File: src/rtl/persp_div_issuer.sv
`default_nettype none
// ============================================================================
// Module   : persp_div_issuer
// Purpose  : Perspective-divide requester. Accepts one vertex (x, y, z, w),
//            issues x/w, y/w, z/w to an in-order 16-bit signed divider and
//            returns the three quotients on a valid/ready output.
//            w == 0 bypasses the divider with sign-saturated results.
// Ports    : clk, rst                        - clock, sync active-high reset
//            in_valid/in_ready, in_x..in_w   - vertex input handshake
//            div_open, div_dividend/divisor  - divider request strobe + data
//            div_finish, div_quotient        - divider result strobe + data
//            out_valid/out_ready, out_x..z   - result vertex handshake
//            out_dz, out_timeout             - divide-by-zero / lost-result flags
// Revision : 1.0 - initial release
// ============================================================================
module persp_div_issuer #(
    parameter int TIMEOUT      = 64,
    parameter int FLUSH_CYCLES = 40
) (
    input  logic        clk,
    input  logic        rst,
    input  logic        in_valid,
    output logic        in_ready,
    input  logic [15:0] in_x,
    input  logic [15:0] in_y,
    input  logic [15:0] in_z,
    input  logic [15:0] in_w,
    output logic        div_open,
    output logic [15:0] div_dividend,
    output logic [15:0] div_divisor,
    input  logic        div_finish,
    input  logic [15:0] div_quotient,
    output logic        out_valid,
    input  logic        out_ready,
    output logic [15:0] out_x,
    output logic [15:0] out_y,
    output logic [15:0] out_z,
    output logic        out_dz,
    output logic        out_timeout
);

    localparam int c_FW = $clog2(FLUSH_CYCLES + 1);
    localparam int c_TW = $clog2(TIMEOUT + 1);
    localparam logic [c_FW-1:0] c_FLUSH_LAST = c_FW'(FLUSH_CYCLES - 1);
    // WAIT is entered one cycle after the last issue, so the abort fires when
    // the counter reaches TIMEOUT-2; out_valid then rises exactly TIMEOUT
    // cycles after the last div_open cycle.
    localparam logic [c_TW-1:0] c_TMO_LAST   = c_TW'(TIMEOUT - 2);

    localparam logic [2:0] c_S_FLUSH = 3'd0;
    localparam logic [2:0] c_S_IDLE  = 3'd1;
    localparam logic [2:0] c_S_ISSUE = 3'd2;
    localparam logic [2:0] c_S_WAIT  = 3'd3;
    localparam logic [2:0] c_S_DONE  = 3'd4;

    logic [2:0]      r_state;
    logic [c_FW-1:0] r_flush_cnt;
    logic [c_TW-1:0] r_tmo_cnt;
    logic [1:0]      r_issue_idx;
    logic [1:0]      r_col_idx;
    logic [15:0]     r_y;
    logic [15:0]     r_z;

    logic w_fin_live;
    logic w_last_fin;

    // Finishes only count while a vertex is outstanding; anything else is a
    // stale result from an abandoned vertex.
    assign w_fin_live = div_finish && ((r_state == c_S_ISSUE) || (r_state == c_S_WAIT));
    assign w_last_fin = w_fin_live && (r_col_idx == 2'd2);

    function automatic logic [15:0] f_sat(input logic [15:0] v);
        if (v == 16'd0)
            return 16'h0000;
        else if (v[15])
            return 16'h8000;
        else
            return 16'h7FFF;
    endfunction

    always_ff @(posedge clk) begin
        if (rst) begin
            r_state      <= c_S_FLUSH;
            r_flush_cnt  <= '0;
            r_tmo_cnt    <= '0;
            r_issue_idx  <= 2'd0;
            r_col_idx    <= 2'd0;
            r_y          <= 16'd0;
            r_z          <= 16'd0;
            in_ready     <= 1'b0;
            div_open     <= 1'b0;
            div_dividend <= 16'd0;
            div_divisor  <= 16'd0;
            out_valid    <= 1'b0;
            out_x        <= 16'd0;
            out_y        <= 16'd0;
            out_z        <= 16'd0;
            out_dz       <= 1'b0;
            out_timeout  <= 1'b0;
        end else begin
            // In-order result capture, shared by ISSUE and WAIT.
            if (w_fin_live) begin
                case (r_col_idx)
                    2'd0:    out_x <= div_quotient;
                    2'd1:    out_y <= div_quotient;
                    default: out_z <= div_quotient;
                endcase
                r_col_idx <= r_col_idx + 2'd1;
            end

            case (r_state)
                c_S_FLUSH: begin
                    if (r_flush_cnt == c_FLUSH_LAST) begin
                        r_state  <= c_S_IDLE;
                        in_ready <= 1'b1;
                    end else begin
                        r_flush_cnt <= r_flush_cnt + 1'b1;
                    end
                end

                c_S_IDLE: begin
                    if (in_valid) begin
                        in_ready    <= 1'b0;
                        r_y         <= in_y;
                        r_z         <= in_z;
                        r_col_idx   <= 2'd0;
                        out_timeout <= 1'b0;
                        if (in_w != 16'd0) begin
                            // First divide goes out directly from the accept
                            // edge; the divisor register doubles as latched w.
                            div_open     <= 1'b1;
                            div_dividend <= in_x;
                            div_divisor  <= in_w;
                            r_issue_idx  <= 2'd0;
                            out_x        <= 16'd0;
                            out_y        <= 16'd0;
                            out_z        <= 16'd0;
                            out_dz       <= 1'b0;
                            r_state      <= c_S_ISSUE;
                        end else begin
                            out_x     <= f_sat(in_x);
                            out_y     <= f_sat(in_y);
                            out_z     <= f_sat(in_z);
                            out_dz    <= 1'b1;
                            out_valid <= 1'b1;
                            r_state   <= c_S_DONE;
                        end
                    end
                end

                c_S_ISSUE: begin
                    if (r_issue_idx == 2'd2) begin
                        div_open  <= 1'b0;
                        r_tmo_cnt <= '0;
                        r_state   <= c_S_WAIT;
                    end else begin
                        r_issue_idx  <= r_issue_idx + 2'd1;
                        div_dividend <= (r_issue_idx == 2'd0) ? r_y : r_z;
                    end
                    // A zero-latency divider can return the third result
                    // while the last request is still on the bus.
                    if (w_last_fin) begin
                        div_open  <= 1'b0;
                        out_valid <= 1'b1;
                        r_state   <= c_S_DONE;
                    end
                end

                c_S_WAIT: begin
                    if (w_last_fin) begin
                        out_valid <= 1'b1;
                        r_state   <= c_S_DONE;
                    end else if (r_tmo_cnt == c_TMO_LAST) begin
                        out_valid   <= 1'b1;
                        out_timeout <= 1'b1;
                        r_state     <= c_S_DONE;
                    end else begin
                        r_tmo_cnt <= r_tmo_cnt + 1'b1;
                    end
                end

                c_S_DONE: begin
                    if (out_ready) begin
                        out_valid   <= 1'b0;
                        out_dz      <= 1'b0;
                        out_timeout <= 1'b0;
                        // Late results may still be in flight after a
                        // timeout, so drain the divider before reopening.
                        if (out_timeout) begin
                            r_flush_cnt <= '0;
                            r_state     <= c_S_FLUSH;
                        end else begin
                            in_ready <= 1'b1;
                            r_state  <= c_S_IDLE;
                        end
                    end
                end

                default: begin
                    r_flush_cnt <= '0;
                    r_state     <= c_S_FLUSH;
                end
            endcase
        end
    end

endmodule
`default_nettype wire

File: config.mk
export PLATFORM = sky130hd
export DESIGN_NAME = persp_div_issuer
export DESIGN_NICKNAME = d
export VERILOG_FILES = /design/src/rtl/persp_div_issuer.sv
export SDC_FILE = /design/constraint.sdc
export NUM_CORES = 1
export LEC_CHECK = 0
export ABC_AREA = 1
export BUFFER_PORTS_ARGS = -buffer_cell sky130_fd_sc_hd__buf_4
export CAP_MARGIN = 25
export CORE_MARGIN = 1.5
export CORE_UTILIZATION = 53
export DETAILED_ROUTE_END_ITERATION = 10
export PLACE_DENSITY = 0.8
export SYNTH_ARGS = -nofsm -noshare
export SYNTH_HDL_FRONTEND = slang
export SYNTH_SLANG_ARGS = --single-unit
File: constraint.sdc
create_clock -name clk -period 1.9 [get_ports clk]
set_clock_uncertainty 0.2 [all_clocks]
set_input_delay 0 -clock clk [delete_from_list [all_inputs] [get_ports clk]]
set_output_delay 0 -clock clk [all_outputs]
set_load 0.02 [all_outputs]
==> results.txt <==
Status: finished, final reports clean
Clock Sinks: 137
Netlist cell types: 40
PwrDens: 1085 nW/um^2
Actual slew at the worst max-slew pin: 0.5076 ns
Pre-CTS setup slack: 0.06495 ns
Die span in y: 112.7 microns
Mapped Nets: 989
Clk slew on worst S/H paths: 0.06 ns
Pwr Total: 10.16 mW
Setup-failing EPs final: 0
Placeable Area: 11560 sq um
Clock root buffer: clkbuf_16
FILL cells: 729
Diode count: 0
Synthesized area: 6376 sq um
Final ANT Viol Nets: 0
Initial Util: 55.13%
Post-layout min period: 1.833 ns
Final hold violations: 0
CTS buffer count: 17
Hold Crit Class: in -> reg
Skew-Pair Late Insertion Delay: 0.42 ns
Antenna violations before repair: 0
Fraction of layout instances using a drive strength above 1: 23.32%
Post-Route WL: 20.57 mm
Die area: 12700 sq um
Die Span X: 112.7 microns
DP Area: 7802 sq um
Async S/R FF share, synth: 0%
Layout Area Growth over Synthesis: 46.80%
First-pass GRT wire length: 32.84 mm
Ys Warns: 0
Wire per inst: 15.76 microns
Fmax: 545.6 MHz
CTS tree: built
Vias/cell: 5.542
Number of global-route vias before repair: 6993
Worst EP required: 2.03 ns
Leakage Power: 4.232 nW
IO Count: 170
Max-cap violation count: 0
Nets: 1242
Avg Inst Size Synth: 7.116 sq um
Top FF cell, synth: dfxtp_1
Most frequent cells in the layout: buf_4, nand2_1, dfxtp_1
First-pass iteration count of the detailed router: 5
Yosys reg bits: 137
Max Root-Sink Buffers: 2
Total number of H-tree levels: 4
GR Util All Layers: 32.23%
Setup CP Type: reg -> reg
Post-DP HPWL: 12.35 mm
Crit path max fanout: 32
Syn Inst Count: 896
Via count: 7232
Max VDD drop: 0.8993 mV
Commonest non-fill, non-tap cell in the layout: buf_4
Worst Path Arrival: 1.97 ns
GP Congestion: 0.8834
Crit path capture type: register
DRT iter0 DRCs: 663
Final Cycle Share: 96.47%
# port buffers: 169
Crit start category: register
Standard-cell rows: 39
Pin count of the biggest net entering global routing: 55
Pins Over Slew Limit: 0
Worst hold margin: 0.1923 ns
Residual DRC: 0
Worst Slack Setup Final: 0.06708 ns
Register area share after synthesis: 43.01%
Max-slew headroom at the worst pin: 66.04%
Post-synth EDFFs: 0
GRT Residual Overflow: 0
Finished Cell Area: 9360 sq um
critical path, cell delays in order, from the launching register on:
cell and delay [ns]:
dfxtp_1 0.33, inv_1 0.08, ha_2 0.21, buf_12 0.16, nand2_1 0.08, o21ai_0 0.14, o21ai_0 0.27, nand3_1 0.11
a21oi_1 0.18
report_power, final:
part           total (mW)  internal [mW]  switching (mW)
registers            3.67           3.37           0.301
logic                3.14           1.26            1.88
clock network        3.34           2.07            1.27
total                10.2           6.70            3.46
cell families (layout without fill, tap and decap cells):
group | count (synthesis) | after routing | share of synthesized area (%)
AO/OA/AOI/OAI | 249 | 249 | 20.39
XOR/XNOR | 5 | 5 | 0.6868
adder cells (fa/ha/maj) | 8 | 8 | 1.570
flip-flops | 137 | 137 | 43.01
buffers and inverters | 132 | 398 | 9.164
AND/OR/NAND/NOR | 365 | 365 | 25.18
per-stage QoR:
step | util [%] | TNS [ns] | instances
2_1_floorplan | - | 0 | 896
3_3_place_gp | 67.47 | 0 | 1184
3_5_place_dp | 67.47 | 0 | 1184
4_1_cts | 80.05 | 0 | 1301
5_1_grt | 80.94 | -0.08146 | 1305
6_report | 80.94 | 0 | 1305
area by class of cell:
| cell class | instances | area, sq um | area share, % |
|---|---|---|---|
| Sequential cell | 137 | 2746 | 29.34 |
| Clock buffer | 18 | 429.2 | 4.585 |
| Multi-Input combinational cell | 627 | 3115 | 33.28 |
| Tap cell | 143 | 178.9 | 1.912 |
| Inverter | 88 | 340.3 | 3.636 |
| Clock inverter | 14 | 175.2 | 1.871 |
| Timing Repair Buffer | 278 | 2375 | 25.37 |
flip-flops by register name, indices dropped and copies added, names as in the netlist:
name	flops
out_dz	1
div_dividend	16
out_y	16
div_open	1
out_timeout	1
div_divisor	16
out_x	16
in_ready	1
r_tmo_cnt	7
r_flush_cnt	6
r_z	16
r_col_idx	2
r_y	16
out_valid	1
out_z	16
r_issue_idx	2
r_state	3
synthesized netlist by cell type, types with 2 or more instances:
cell type / number / area share, %
nor3_1: 2 / 0.16
nor2_4: 2 / 0.35
buf_4: 2 / 0.24
o211ai_1: 2 / 0.24
a21oi_1: 75 / 5.9
or2_2: 2 / 0.20
nand2_4: 5 / 0.88
clkbuf_2: 2 / 0.16
clkbuf_1: 22 / 1.3
nand2_1: 174 / 10
o21ai_0: 129 / 10
buf_2: 9 / 0.71
and3_1: 2 / 0.20
o22ai_1: 11 / 1.1
nor2_1: 118 / 6.9
nand2_2: 3 / 0.29
o21a_1: 11 / 1.3
xor2_1: 4 / 0.55
nand4_1: 5 / 0.49
inv_4: 3 / 0.29
inv_2: 3 / 0.18
o21ai_1: 18 / 1.4
inv_1: 82 / 4.8
dfxtp_1: 137 / 43
nand3b_1: 3 / 0.35
nor2_2: 6 / 0.59
buf_6: 8 / 1.4
ha_1: 8 / 1.6
nand3_1: 37 / 2.9
repair_timing:
item,CTS,global route
setup endpoints to repair,0,72
hold endpoints to repair,135,0
resized for setup,0,27
setup buffers,0,4
hold buffers,85,0
metal layers:
metal | track usage (%) | routed length (microns)
met1 | 38.25 | 8186
met3 | 7.181 | 1489
met2 | 54.55 | 9977
met4 | 17.05 | 918
met5 | 0 | 0
worst paths after layout:
kind / slack, ns / start / cells past startpoint / endpoint
max: 0.07 / r_issue_idx[0] / 8 / div_dividend[7]
min: 0.19 / in_z[2] / 4 / r_z[2]
max reg2reg: 0.07 / r_issue_idx[0] / 8 / div_dividend[7]
min reg2reg: 0.24 / div_divisor[10] / 2 / div_divisor[10]
Power figures use the tool's default switching activity.
